[src/rtl/uart_rx.sv]
// 8N1 UART receiver with a 2-flop input synchronizer and oversampled bit timing.
// A single-entry holding register keeps the received byte, with sticky frame and overrun flags.
module uart_rx #(
  parameter int OVERSAMPLE = 16
) (
  input  logic       clk,
  input  logic       rst,
  input  logic       rx,
  input  logic       sample_edge,
  output logic [7:0] data,
  output logic       valid,
  input  logic       read,
  input  logic       err_clr,
  output logic       frame_err,
  output logic       overrun,
  output logic       busy
);

  localparam int CW = (OVERSAMPLE > 1) ? $clog2(OVERSAMPLE) : 1;
  localparam logic [CW-1:0] HALF_M1 = CW'(OVERSAMPLE / 2 - 1);
  localparam logic [CW-1:0] LAST    = CW'(OVERSAMPLE - 1);

  typedef enum logic [2:0] {
    S_IDLE,
    S_START,
    S_DATA,
    S_STOP,
    S_BREAK
  } state_t;

  state_t        state_q, state_d;
  logic [CW-1:0] cnt_q, cnt_d;
  logic [2:0]    bit_q, bit_d;
  logic [7:0]    shift_q, shift_d;
  logic [7:0]    data_q, data_d;
  logic          valid_q, valid_d;
  logic          fe_q, fe_d;
  logic          ovr_q, ovr_d;
  logic          rx_meta_q, rx_sync_q;
  logic          deliver, frame_set, ovr_set;

  always_ff @(posedge clk) begin
    if (rst) begin
      rx_meta_q <= 1'b1;
      rx_sync_q <= 1'b1;
      state_q   <= S_IDLE;
      cnt_q     <= '0;
      bit_q     <= '0;
      shift_q   <= '0;
      data_q    <= '0;
      valid_q   <= 1'b0;
      fe_q      <= 1'b0;
      ovr_q     <= 1'b0;
    end else begin
      rx_meta_q <= rx;
      rx_sync_q <= rx_meta_q;
      state_q   <= state_d;
      cnt_q     <= cnt_d;
      bit_q     <= bit_d;
      shift_q   <= shift_d;
      data_q    <= data_d;
      valid_q   <= valid_d;
      fe_q      <= fe_d;
      ovr_q     <= ovr_d;
    end
  end

  // Frame FSM: everything except the holding register advances only on sample_edge.
  always_comb begin
    state_d   = state_q;
    cnt_d     = cnt_q;
    bit_d     = bit_q;
    shift_d   = shift_q;
    deliver   = 1'b0;
    frame_set = 1'b0;
    if (sample_edge) begin
      case (state_q)
        S_IDLE: begin
          if (!rx_sync_q) begin
            state_d = S_START;
            cnt_d   = '0;
          end
        end
        S_START: begin
          if (cnt_q == HALF_M1) begin
            cnt_d   = '0;
            bit_d   = '0;
            state_d = rx_sync_q ? S_IDLE : S_DATA;
          end else begin
            cnt_d = cnt_q + CW'(1);
          end
        end
        S_DATA: begin
          if (cnt_q == LAST) begin
            cnt_d   = '0;
            shift_d = {rx_sync_q, shift_q[7:1]};
            bit_d   = bit_q + 3'd1;
            if (bit_q == 3'd7) begin
              state_d = S_STOP;
            end
          end else begin
            cnt_d = cnt_q + CW'(1);
          end
        end
        S_STOP: begin
          if (cnt_q == LAST) begin
            cnt_d = '0;
            if (rx_sync_q) begin
              deliver = 1'b1;
              state_d = S_IDLE;
            end else begin
              frame_set = 1'b1;
              state_d   = S_BREAK;
            end
          end else begin
            cnt_d = cnt_q + CW'(1);
          end
        end
        S_BREAK: begin
          if (rx_sync_q) begin
            state_d = S_IDLE;
          end
        end
        default: state_d = S_IDLE;
      endcase
    end
  end

  // Holding register and sticky flags; a read in the delivery cycle makes room for the new byte.
  always_comb begin
    data_d  = data_q;
    valid_d = valid_q;
    fe_d    = fe_q;
    ovr_d   = ovr_q;
    ovr_set = 1'b0;
    if (deliver) begin
      if (!valid_q || read) begin
        data_d  = shift_q;
        valid_d = 1'b1;
      end else begin
        ovr_set = 1'b1;
      end
    end else if (read) begin
      valid_d = 1'b0;
    end
    if (err_clr) begin
      fe_d  = 1'b0;
      ovr_d = 1'b0;
    end
    if (frame_set) begin
      fe_d = 1'b1;
    end
    if (ovr_set) begin
      ovr_d = 1'b1;
    end
  end

  assign data      = data_q;
  assign valid     = valid_q;
  assign frame_err = fe_q;
  assign overrun   = ovr_q;
  assign busy      = (state_q != S_IDLE);

endmodule
[config.mk]
export PLATFORM = sky130hd
export DESIGN_NAME = uart_rx
export DESIGN_NICKNAME = d
export VERILOG_FILES = /design/src/rtl/uart_rx.sv
export SDC_FILE = /design/constraint.sdc
export NUM_CORES = 1
export LEC_CHECK = 0
export BUFFER_PORTS_ARGS = -buffer_cell sky130_fd_sc_hd__buf_2
export CAP_MARGIN = 20
export CORE_ASPECT_RATIO = 1.2
export CORE_MARGIN = 2
export CORE_UTILIZATION = 37
export CTS_BUF_LIST = sky130_fd_sc_hd__clkbuf_8
export DETAILED_ROUTE_END_ITERATION = 16
export PLACE_DENSITY_LB_ADDON = 0.2
export SYNTH_ARGS = -nofsm -noshare
export SYNTH_HDL_FRONTEND = slang
export SYNTH_SLANG_ARGS = --single-unit
[constraint.sdc]
create_clock -name clk -period 1.8 [get_ports clk]
set_clock_uncertainty 0.15 [all_clocks]
set_input_delay 0.45 -clock clk [delete_from_list [all_inputs] [get_ports clk]]
set_output_delay 0.45 -clock clk [all_outputs]
set_load 0.005 [all_outputs]
==> results of run 1 <==
-- state kept, by name, summed over array words and instances (netlist names) --
| register | count |
|---|---|
| data | 8 |
| rx_sync_q | 1 |
| frame_err | 1 |
| shift_q | 8 |
| cnt_q | 4 |
| valid | 1 |
| rx_meta_q | 1 |
| overrun | 1 |
| bit_q | 3 |
| state_q | 3 |
-- repair_timing --
item | 4_1_cts | 5_1_grt
setup buffers | 1 | 0
setup endpoints to repair | 1 | 18
resized for setup | 2 | 8
-- Yosys cell counts, types with 2 or more instances --
cell type | instances | area [µm²]
a21oi_1 | 9 | 45.0
a22oi_1 | 2 | 15.0
a311oi_1 | 2 | 17.5
a31oi_1 | 2 | 12.5
and2_1 | 2 | 12.5
and3_1 | 2 | 12.5
and4b_1 | 2 | 20.0
buf_2 | 2 | 10.0
buf_6 | 5 | 56.3
clkbuf_1 | 3 | 11.3
dfxtp_1 | 31 | 621
ha_1 | 3 | 37.5
inv_1 | 3 | 11.3
mux2i_1 | 19 | 190
nand2_1 | 2 | 7.51
nand2b_1 | 4 | 25.0
nand4b_1 | 2 | 17.5
nor2_1 | 25 | 93.8
nor2b_1 | 2 | 12.5
nor3b_1 | 2 | 15.0
or2_2 | 2 | 12.5
or3b_1 | 3 | 26.3
xnor2_1 | 2 | 17.5
-- cell type report --
type | count | area [µm²] | share of cell area [%]
tap | 52 | 65.1 | 3.85
clock buffer | 7 | 96.3 | 5.70
timing repair buffer | 26 | 178 | 10.5
clock inverter | 1 | 3.75 | 0.222
inverter | 3 | 11.3 | 0.666
sequential | 31 | 629 | 37.2
multi-input combinational | 100 | 708 | 41.9
-- stage by stage --
step | instances | cell area, µm² | total power, mW | hold WS, ns | setup slack, ns
6_report | 220 | 1690 | 1.32 | 0.202 | 0.0624
5_1_grt | 220 | 1690 | 1.39 | 0.192 | 0.00647
4_1_cts | 220 | 1670 | 1.35 | 0.190 | 0.00523
3_5_place_dp | 212 | 1570 | 0.766 | 0.252 | 0.0865
3_3_place_gp | 212 | 1570 | 0.765 | 0.249 | 0.0774
2_1_floorplan | 144 | 1400 | 0.746 | 0.243 | 0.168
-- how the worst max path moves through the flow --
stage,cells after the start,end
after floorplan,6,data[0]
after global placement,5,shift_q[5]
after detailed placement,6,data[2]
after CTS,2,busy
after global routing,2,busy
final,2,busy
-- power by group through the flow --
stage	Clock (mW)	Sequential [mW]	Combinational [mW]
after floorplan	0	0.708	0.0383
after global placement	0	0.714	0.0506
after detailed placement	0	0.714	0.0514
after CTS	0.605	0.697	0.0516
after global routing	0.636	0.699	0.0571
final	0.576	0.699	0.0506
-- worst max-delay path: cells and delay by family, from the launching register on --
kind,cells,cell delay (ns)
flip-flops,1,0.36
buffers and inverters,1,0.13
AND/OR/NAND/NOR,1,0.37
-- routing by layer --
metal / GRT usage, % / vias to the layer above / routed length, µm
met2: 22.0 / 13 / 1290
met5: 0 / - / 0
met3: 4.87 / 6 / 103
met4: 5.19 / 0 / 43
li1: - / 550 / -
met1: 17.3 / 497 / 1170
-- cells by family (layout without fill, tap and decap cells) --
logic type                 Yosys count  in the layout  synth area share (%)
buffers and inverters               13             37                  6.33
AOI/OAI and AO/OA                   23             23                  11.3
and+or+nand+nor                     52             52                  20.0
xor gates and xnor gates             3              3                  1.87
adders and majority gates            3              3                  2.68
muxes                               19             19                  13.6
DFF                                 31             31                  44.2
==> impl_metrics.tcl, run 1 <==
set metrics [dict create \
    rsz0062_at_grt "no" \
    routabilityCongestion 0.802 \
    synth-seq-cells 31 \
    grt_pass1_vias 1067 \
    yosys_most_used_dff "dfxtp_1" \
    crit_type "register to primary output" \
    antenna_found_initial 0 \
    synthCells 144 \
    dieWidth_um 60.2 \
    r2r_cells 6 \
    r2r_slack_ns 0.10 \
    viasPerCell 4.85 \
    grt_max_degree 32 \
    cts_tree "done" \
    tightest_slew_ns 0.512 \
    io_pins 18 \
    cts_hold_buf 0 \
    final_cell_mix "dfxtp_1, nor2_1, mux2i_1" \
    h-tree-depth 2 \
    crit_chain "or3_1 > buf_2" \
    hp-start "rx" \
    pwr-share-seq_pct 52.7 \
    start_util_pct 38.6 \
    ys_seq_area_share_pct 44.2 \
    power.internal_mw 1.05 \
    end_kind "primary output" \
    grt_pass1_wl_um 4560 \
    status "complete, no violations" \
    critPathMaxFanout 9 \
    crit_start "state_q[2]" \
    die_h_um 71.4 \
    setup_violations 0 \
    track_usage_pct 13.9 \
    hold_viol 0 \
    synth_warnings 0 \
    period_minus_slack_ns 1.74 \
    syn_to_final_growth_pct 20.6 \
    die-area_um2 4300 \
    postRouteWirelength_um 2610 \
    nets 176 \
    path_clk_slew_ns 0.06 \
    ant_nets 0 \
    cts-buffers-inserted 5 \
    max-vdd-ir-drop_v 0.000440 \
    final_common_cell "dfxtp_1" \
    maxSlewViolCount 0 \
    async_reset_ff_share_pct 0 \
    antenna_cells 0 \
    max_freq_mhz 576 \
    p_comb_share_pct 3.8 \
    fin_tns_setup_ns 0 \
    routedWlPerCell_um 11.8 \
    fin_crit_sh_pct 96.5 \
    fillerInstances 375 \
    required_ns 1.20 \
    p_leak_nw 0.671 \
    maxSlewHeadroom_pct 65.9 \
    clk_latency_ns 0.28 \
    drive_gt1_share_pct 28.0 \
    syn-cell-area_um2 1400 \
    dr.pass1.iters 4 \
    min_delay_worst_endpoint "rx_meta_q" \
    slowest_stage "or3_1" \
    drt_iter0_markers 90 \
    power.density_nw_per_um2 783 \
    synthesis.nets 153 \
    final_util_pct 46.6 \
    dp_hpwl_um 1900 \
    clock_path_buffers 2 \
    reg2reg_to "data[4]" \
    p_sw_share_pct 20.4 \
    core_area_um2 3630 \
    clkSinkCount 31 \
    globalRouteOverflowTotal 0 \
    drc_errors 0 \
    vias 1066 \
    rows 24 \
    synth.avg_cell_area_um2 9.74 \
    ys_types 36 \
    slowest_delay_ns 0.37 \
    switchingPower_uw 270 \
    cap_violations 0 \
    r2r_start "state_q[1]" \
    synth-edff-count 0 \
    io_buffer_count 17 \
    holdCritPathClass "input port to register" \
    holdPathStages 2 \
    arrival_ns 1.14 \
    startpoint_type "register" \
    clock-root-buffer "clkbuf_8" \
    clkPwrFrac_pct 43.4 \
]
No activity file was read; power rests on OpenSTA's default activity.
==> inputs of run 2 (changes only) <==
--- a/config.mk
+++ b/config.mk
@@ -13,6 +13,7 @@
 export CTS_BUF_LIST = sky130_fd_sc_hd__clkbuf_8
 export DETAILED_ROUTE_END_ITERATION = 16
 export PLACE_DENSITY_LB_ADDON = 0.2
+export RECOVER_POWER = 100
 export SYNTH_ARGS = -nofsm -noshare
 export SYNTH_HDL_FRONTEND = slang
 export SYNTH_SLANG_ARGS = --single-unit
==> run 2 against run 1 <==
Compared with the run above: clock power about the same; first-iteration DRC count is 6.7% lower; final area down 0.44%; via count about the same; sequential share of layout area rose by 0.17 points; largest cell class unchanged; fmax rose by 0.36%.
==> impl_metrics.tcl, run 2 (same netlist as run 1, synthesis figures left out) <==
set metrics [dict create \
    p_leak_nw 0.654 \
    ff_latch_area_um2 629 \
    dp_hpwl_um 1900 \
    holdPathStages 2 \
    clkPwrFrac_pct 43.5 \
    crit_start "state_q[2]" \
    grt_max_degree 32 \
    holdCritPathClass "input port to register" \
    rsz0062_at_grt "no" \
    antenna_cells 0 \
    core_area_um2 3630 \
    period_minus_slack_ns 1.73 \
    startpoint_type "register" \
    hp-start "rx" \
    fin_tns_setup_ns 0 \
    routabilityCongestion 0.802 \
    hold_viol 0 \
    multiInputGateArea_um2 708 \
    die_h_um 71.4 \
    drt_iter0_markers 84 \
    cap_violations 0 \
    power.internal_mw 1.05 \
    stdcell_count 220 \
    vias 1067 \
    r2r_slack_ns 0.10 \
    grt_pass1_wl_um 4560 \
    final_common_cell "dfxtp_1" \
    clock_path_buffers 2 \
    tightest_slew_ns 0.511 \
    maxSlewHeadroom_pct 65.9 \
    antenna_found_initial 0 \
    clock-root-buffer "clkbuf_8" \
    rows 24 \
    p_comb_share_pct 3.7 \
    h-tree-depth 2 \
    drive_gt1_share_pct 25.6 \
    cp-endpoint "busy" \
    arrival_ns 1.13 \
    crit_type "register to primary output" \
    fillerInstances 375 \
    drc_errors 0 \
    start_util_pct 38.6 \
    final_cell_mix "dfxtp_1, nor2_1, mux2i_1" \
    track_usage_pct 13.9 \
    max-vdd-ir-drop_v 0.000440 \
    die-area_um2 4300 \
    routedWlPerCell_um 11.8 \
    end_kind "primary output" \
    fin_crit_sh_pct 96.2 \
    critPathMaxFanout 9 \
    io_buffer_count 17 \
    syn_to_final_growth_pct 20.1 \
    dieWidth_um 60.2 \
    cts_tree "done" \
    postRouteWirelength_um 2600 \
    pwr-share-seq_pct 52.8 \
    dp.cells 212 \
    status "complete, no violations" \
    max_freq_mhz 578 \
    cts-buffers-inserted 5 \
    ant_nets 0 \
    io_pins 18 \
    whs_ns 0.202 \
    nets 176 \
    power.density_nw_per_um2 786 \
    path_clk_slew_ns 0.06 \
    viasPerCell 4.85 \
    grt_pass1_vias 1067 \
    clk_latency_ns 0.28 \
    required_ns 1.20 \
    reg2reg_to "data[4]" \
    maxSlewViolCount 0 \
    globalRouteOverflowTotal 0 \
    p_sw_share_pct 20.4 \
    switchingPower_uw 269 \
    dr.pass1.iters 4 \
    r2r_start "state_q[1]" \
    setup_violations 0 \
    r2r_cells 6 \
    clkSinkCount 31 \
]
-- run 2: changes by cell type in the layout (fill, tap and decap cells not counted) --
cell | before | now
buf_2 | 17 | 14
buf_4 | 7 | 6
clkbuf_1 | 0 | 4
-- run 2: final cells by class --
cell class | instances | area share, %
clock buffer | 7 | 5.72
clock inverter | 1 | 0.223
inverter | 3 | 0.669
multi-input combinational | 100 | 42.1
sequential | 31 | 37.4
tap | 52 | 3.86
timing repair buffer | 26 | 10.1
-- run 2: per-stage QoR --
step	worst slack, ns	util (%)	power [mW]	instance area (µm²)
CTS	0.00523	46.0	1.35	1670
finish	0.0687	46.3	1.32	1680
global placement	0.0774	43.1	0.765	1570
global route	0.00647	46.3	1.39	1680
detailed placement	0.0865	43.1	0.766	1570
floorplan	0.168	-	0.746	1400
-- run 2: power by group through the flow --
stage / clock (mW) / sequential (mW) / combinational (mW)
finish: 0.575 / 0.699 / 0.0491
global route: 0.636 / 0.699 / 0.0558
floorplan: 0 / 0.708 / 0.0383
detailed placement: 0 / 0.714 / 0.0514
global placement: 0 / 0.714 / 0.0506
CTS: 0.605 / 0.697 / 0.0516
-- run 2: repair_timing --
action | CTS | global route
setup endpoints to repair | 1 | 18
pin swaps | 0 | 0
resized for setup | 2 | 8
hold buffers | 0 | 0
setup buffers | 1 | 0
-- run 2: critical path: stages (launching register included) --
cell,delay (ns)
dfxtp_2,0.36
or3_1,0.36
buf_2,0.13
-- run 2: how the worst min path moves through the flow --
| stage | end | slack, ns |
|---|---|---|
| 5_1_grt | rx_meta_q | 0.19 |
| 3_5_place_dp | rx_sync_q | 0.25 |
| 4_1_cts | rx_meta_q | 0.19 |
| 6_report | rx_meta_q | 0.20 |
| 2_1_floorplan | rx_sync_q | 0.24 |
| 3_3_place_gp | rx_sync_q | 0.25 |
-- run 2: layer usage --
| metal | wire [µm] | part of all wire, % | track usage [%] | up-vias |
|---|---|---|---|---|
| met3 | 115 | 4.4 | 4.87 | 6 |
| li1 | - | - | - | 550 |
| met4 | 43 | 1.7 | 5.19 | 0 |
| met5 | 0 | 0 | 0 | - |
| met2 | 1300 | 50 | 22.0 | 15 |
| met1 | 1140 | 44 | 17.3 | 496 |
==> inputs of run 3 (changes only) <==
--- a/config.mk
+++ b/config.mk
@@ -9,11 +9,11 @@
 export CAP_MARGIN = 20
 export CORE_ASPECT_RATIO = 1.2
 export CORE_MARGIN = 2
-export CORE_UTILIZATION = 37
+export CORE_UTILIZATION = 50
 export CTS_BUF_LIST = sky130_fd_sc_hd__clkbuf_8
 export DETAILED_ROUTE_END_ITERATION = 16
 export PLACE_DENSITY_LB_ADDON = 0.2
-export RECOVER_POWER = 100
+export RECOVER_POWER = 25
 export SYNTH_ARGS = -nofsm -noshare
 export SYNTH_HDL_FRONTEND = slang
 export SYNTH_SLANG_ARGS = --single-unit
==> run 3 against run 2 <==
Compared with the run above: cell count fell by 7.7%; power rose by 1.1%; combinational power rose by 3%; non-clock buffer count rose by 1; via count barely moved; worst setup slack got worse by 0.0051 ns; die area fell by 25%; sequential power barely moved; fmax fell by 0.29%; global-route usage rose by 4.2 points; critical path type unchanged.
==> impl_metrics.tcl, run 3 (same netlist as run 1, synthesis figures left out) <==
set metrics [dict create \
    status "complete, no violations" \
    dp_hpwl_um 1830 \
    grt_pass1_wl_um 4200 \
    crit_type "register to primary output" \
    max-vdd-ir-drop_v 0.000607 \
    dieWidth_um 52.4 \
    clock-root-buffer "clkbuf_8" \
    postRouteWirelength_um 2550 \
    p_comb_share_pct 3.8 \
    fin_tns_setup_ns 0 \
    antenna_cells 0 \
    vias 1068 \
    grt_max_degree 32 \
    viasPerCell 5.26 \
    tightest_slew_ns 0.576 \
    die_h_um 62.0 \
    holdCritPathClass "input port to register" \
    antenna_found_initial 0 \
    routabilityCongestion 0.814 \
    final_cell_mix "dfxtp_1, nor2_1, mux2i_1" \
    ant_nets 0 \
    critPathMaxFanout 9 \
    cts_hold_buf 0 \
    startpoint_type "register" \
    syn_to_final_growth_pct 19.9 \
    h-tree-depth 2 \
    p_sw_share_pct 20.8 \
    p_leak_nw 0.653 \
    rows 21 \
    core_area_um2 2730 \
    io_pins 18 \
    switchingPower_uw 279 \
    cap_violations 0 \
    path_clk_slew_ns 0.06 \
    clkPwrFrac_pct 44.0 \
    dr.pass1.iters 4 \
    cts_tree "done" \
    clkSinkCount 31 \
    power.density_nw_per_um2 796 \
    hold_viol 0 \
    rsz0062_at_grt "no" \
    maxSlewHeadroom_pct 61.6 \
    cts-buffers-inserted 5 \
    grt_pass1_vias 973 \
    power.internal_mw 1.06 \
    maxSlewViolCount 0 \
    io_buffer_count 17 \
    final_common_cell "dfxtp_1" \
    drive_gt1_share_pct 26.6 \
    power_mw 1.34 \
    drc_errors 0 \
    track_usage_pct 18.1 \
    globalRouteOverflowTotal 0 \
    arrival_ns 1.14 \
    max_freq_mhz 576 \
    die-area_um2 3250 \
    period_minus_slack_ns 1.74 \
    routedWlPerCell_um 12.6 \
    final_cell_area_um2 1680 \
    fin_crit_sh_pct 96.5 \
    pwr-share-seq_pct 52.2 \
    clk_latency_ns 0.28 \
    whs_ns 0.203 \
    nets 177 \
    placed_cell_area_um2 1550 \
    start_util_pct 51.3 \
    setup_violations 0 \
    end_kind "primary output" \
    clock_path_buffers 2 \
    drt_iter0_markers 15 \
    required_ns 1.20 \
]
-- run 3: area by class of cell --
class	count	area [µm²]
Timing Repair Buffer	27	180
Clock buffer	7	96.3
Sequential cell	31	629
Tap cell	34	42.5
Multi-Input combinational cell	100	714
Fill cell	244	1050
Clock inverter	1	7.51
Inverter	3	11.3
-- run 3: path summary, 6_finish.rpt --
path	startpoint	to	slack, ns	cells after the start
max reg2reg	state_q[1]	shift_q[6]	0.12	6
max	state_q[2]	busy	0.06	2
min	rx	rx_meta_q	0.20	2
min reg2reg	rx_meta_q	rx_sync_q	0.27	1
-- run 3: critical path, stage by stage, from the launching register on --
cell     delay (ns)
dfxtp_2        0.37
or3_1          0.36
buf_2          0.13
-- run 3: what timing repair did --
item | 4_1_cts | 5_1_grt
setup endpoints to repair | 2 | 19
resized for setup | 2 | 8
buffers inserted | 1 | 0
-- run 3: power groups by stage --
| stage | Clock (mW) | Sequential (mW) | Combinational [mW] |
|---|---|---|---|
| floorplan | 0 | 0.708 | 0.0383 |
| global placement | 0 | 0.714 | 0.0493 |
| detailed placement | 0 | 0.714 | 0.0506 |
| CTS | 0.603 | 0.698 | 0.0514 |
| global route | 0.629 | 0.700 | 0.0568 |
| finish | 0.589 | 0.699 | 0.0505 |
-- run 3: stage by stage --
step                utilization (%)  setup slack (ns)  instances
finish                         61.5            0.0636        203
global placement               56.8            0.0277        195
floorplan                         -             0.168        144
CTS                            60.8            0.0233        203
global route                   61.5           0.00695        203
detailed placement             56.8            0.0414        195
-- run 3: per-layer routing --
metal | routed length (µm) | vias up | track usage, %
li1 | - | 547 | -
met1 | 1100 | 496 | 20.2
met2 | 1300 | 20 | 30.7
met3 | 96 | 5 | 5.02
met4 | 58 | 0 | 11.4
met5 | 0 | - | 0
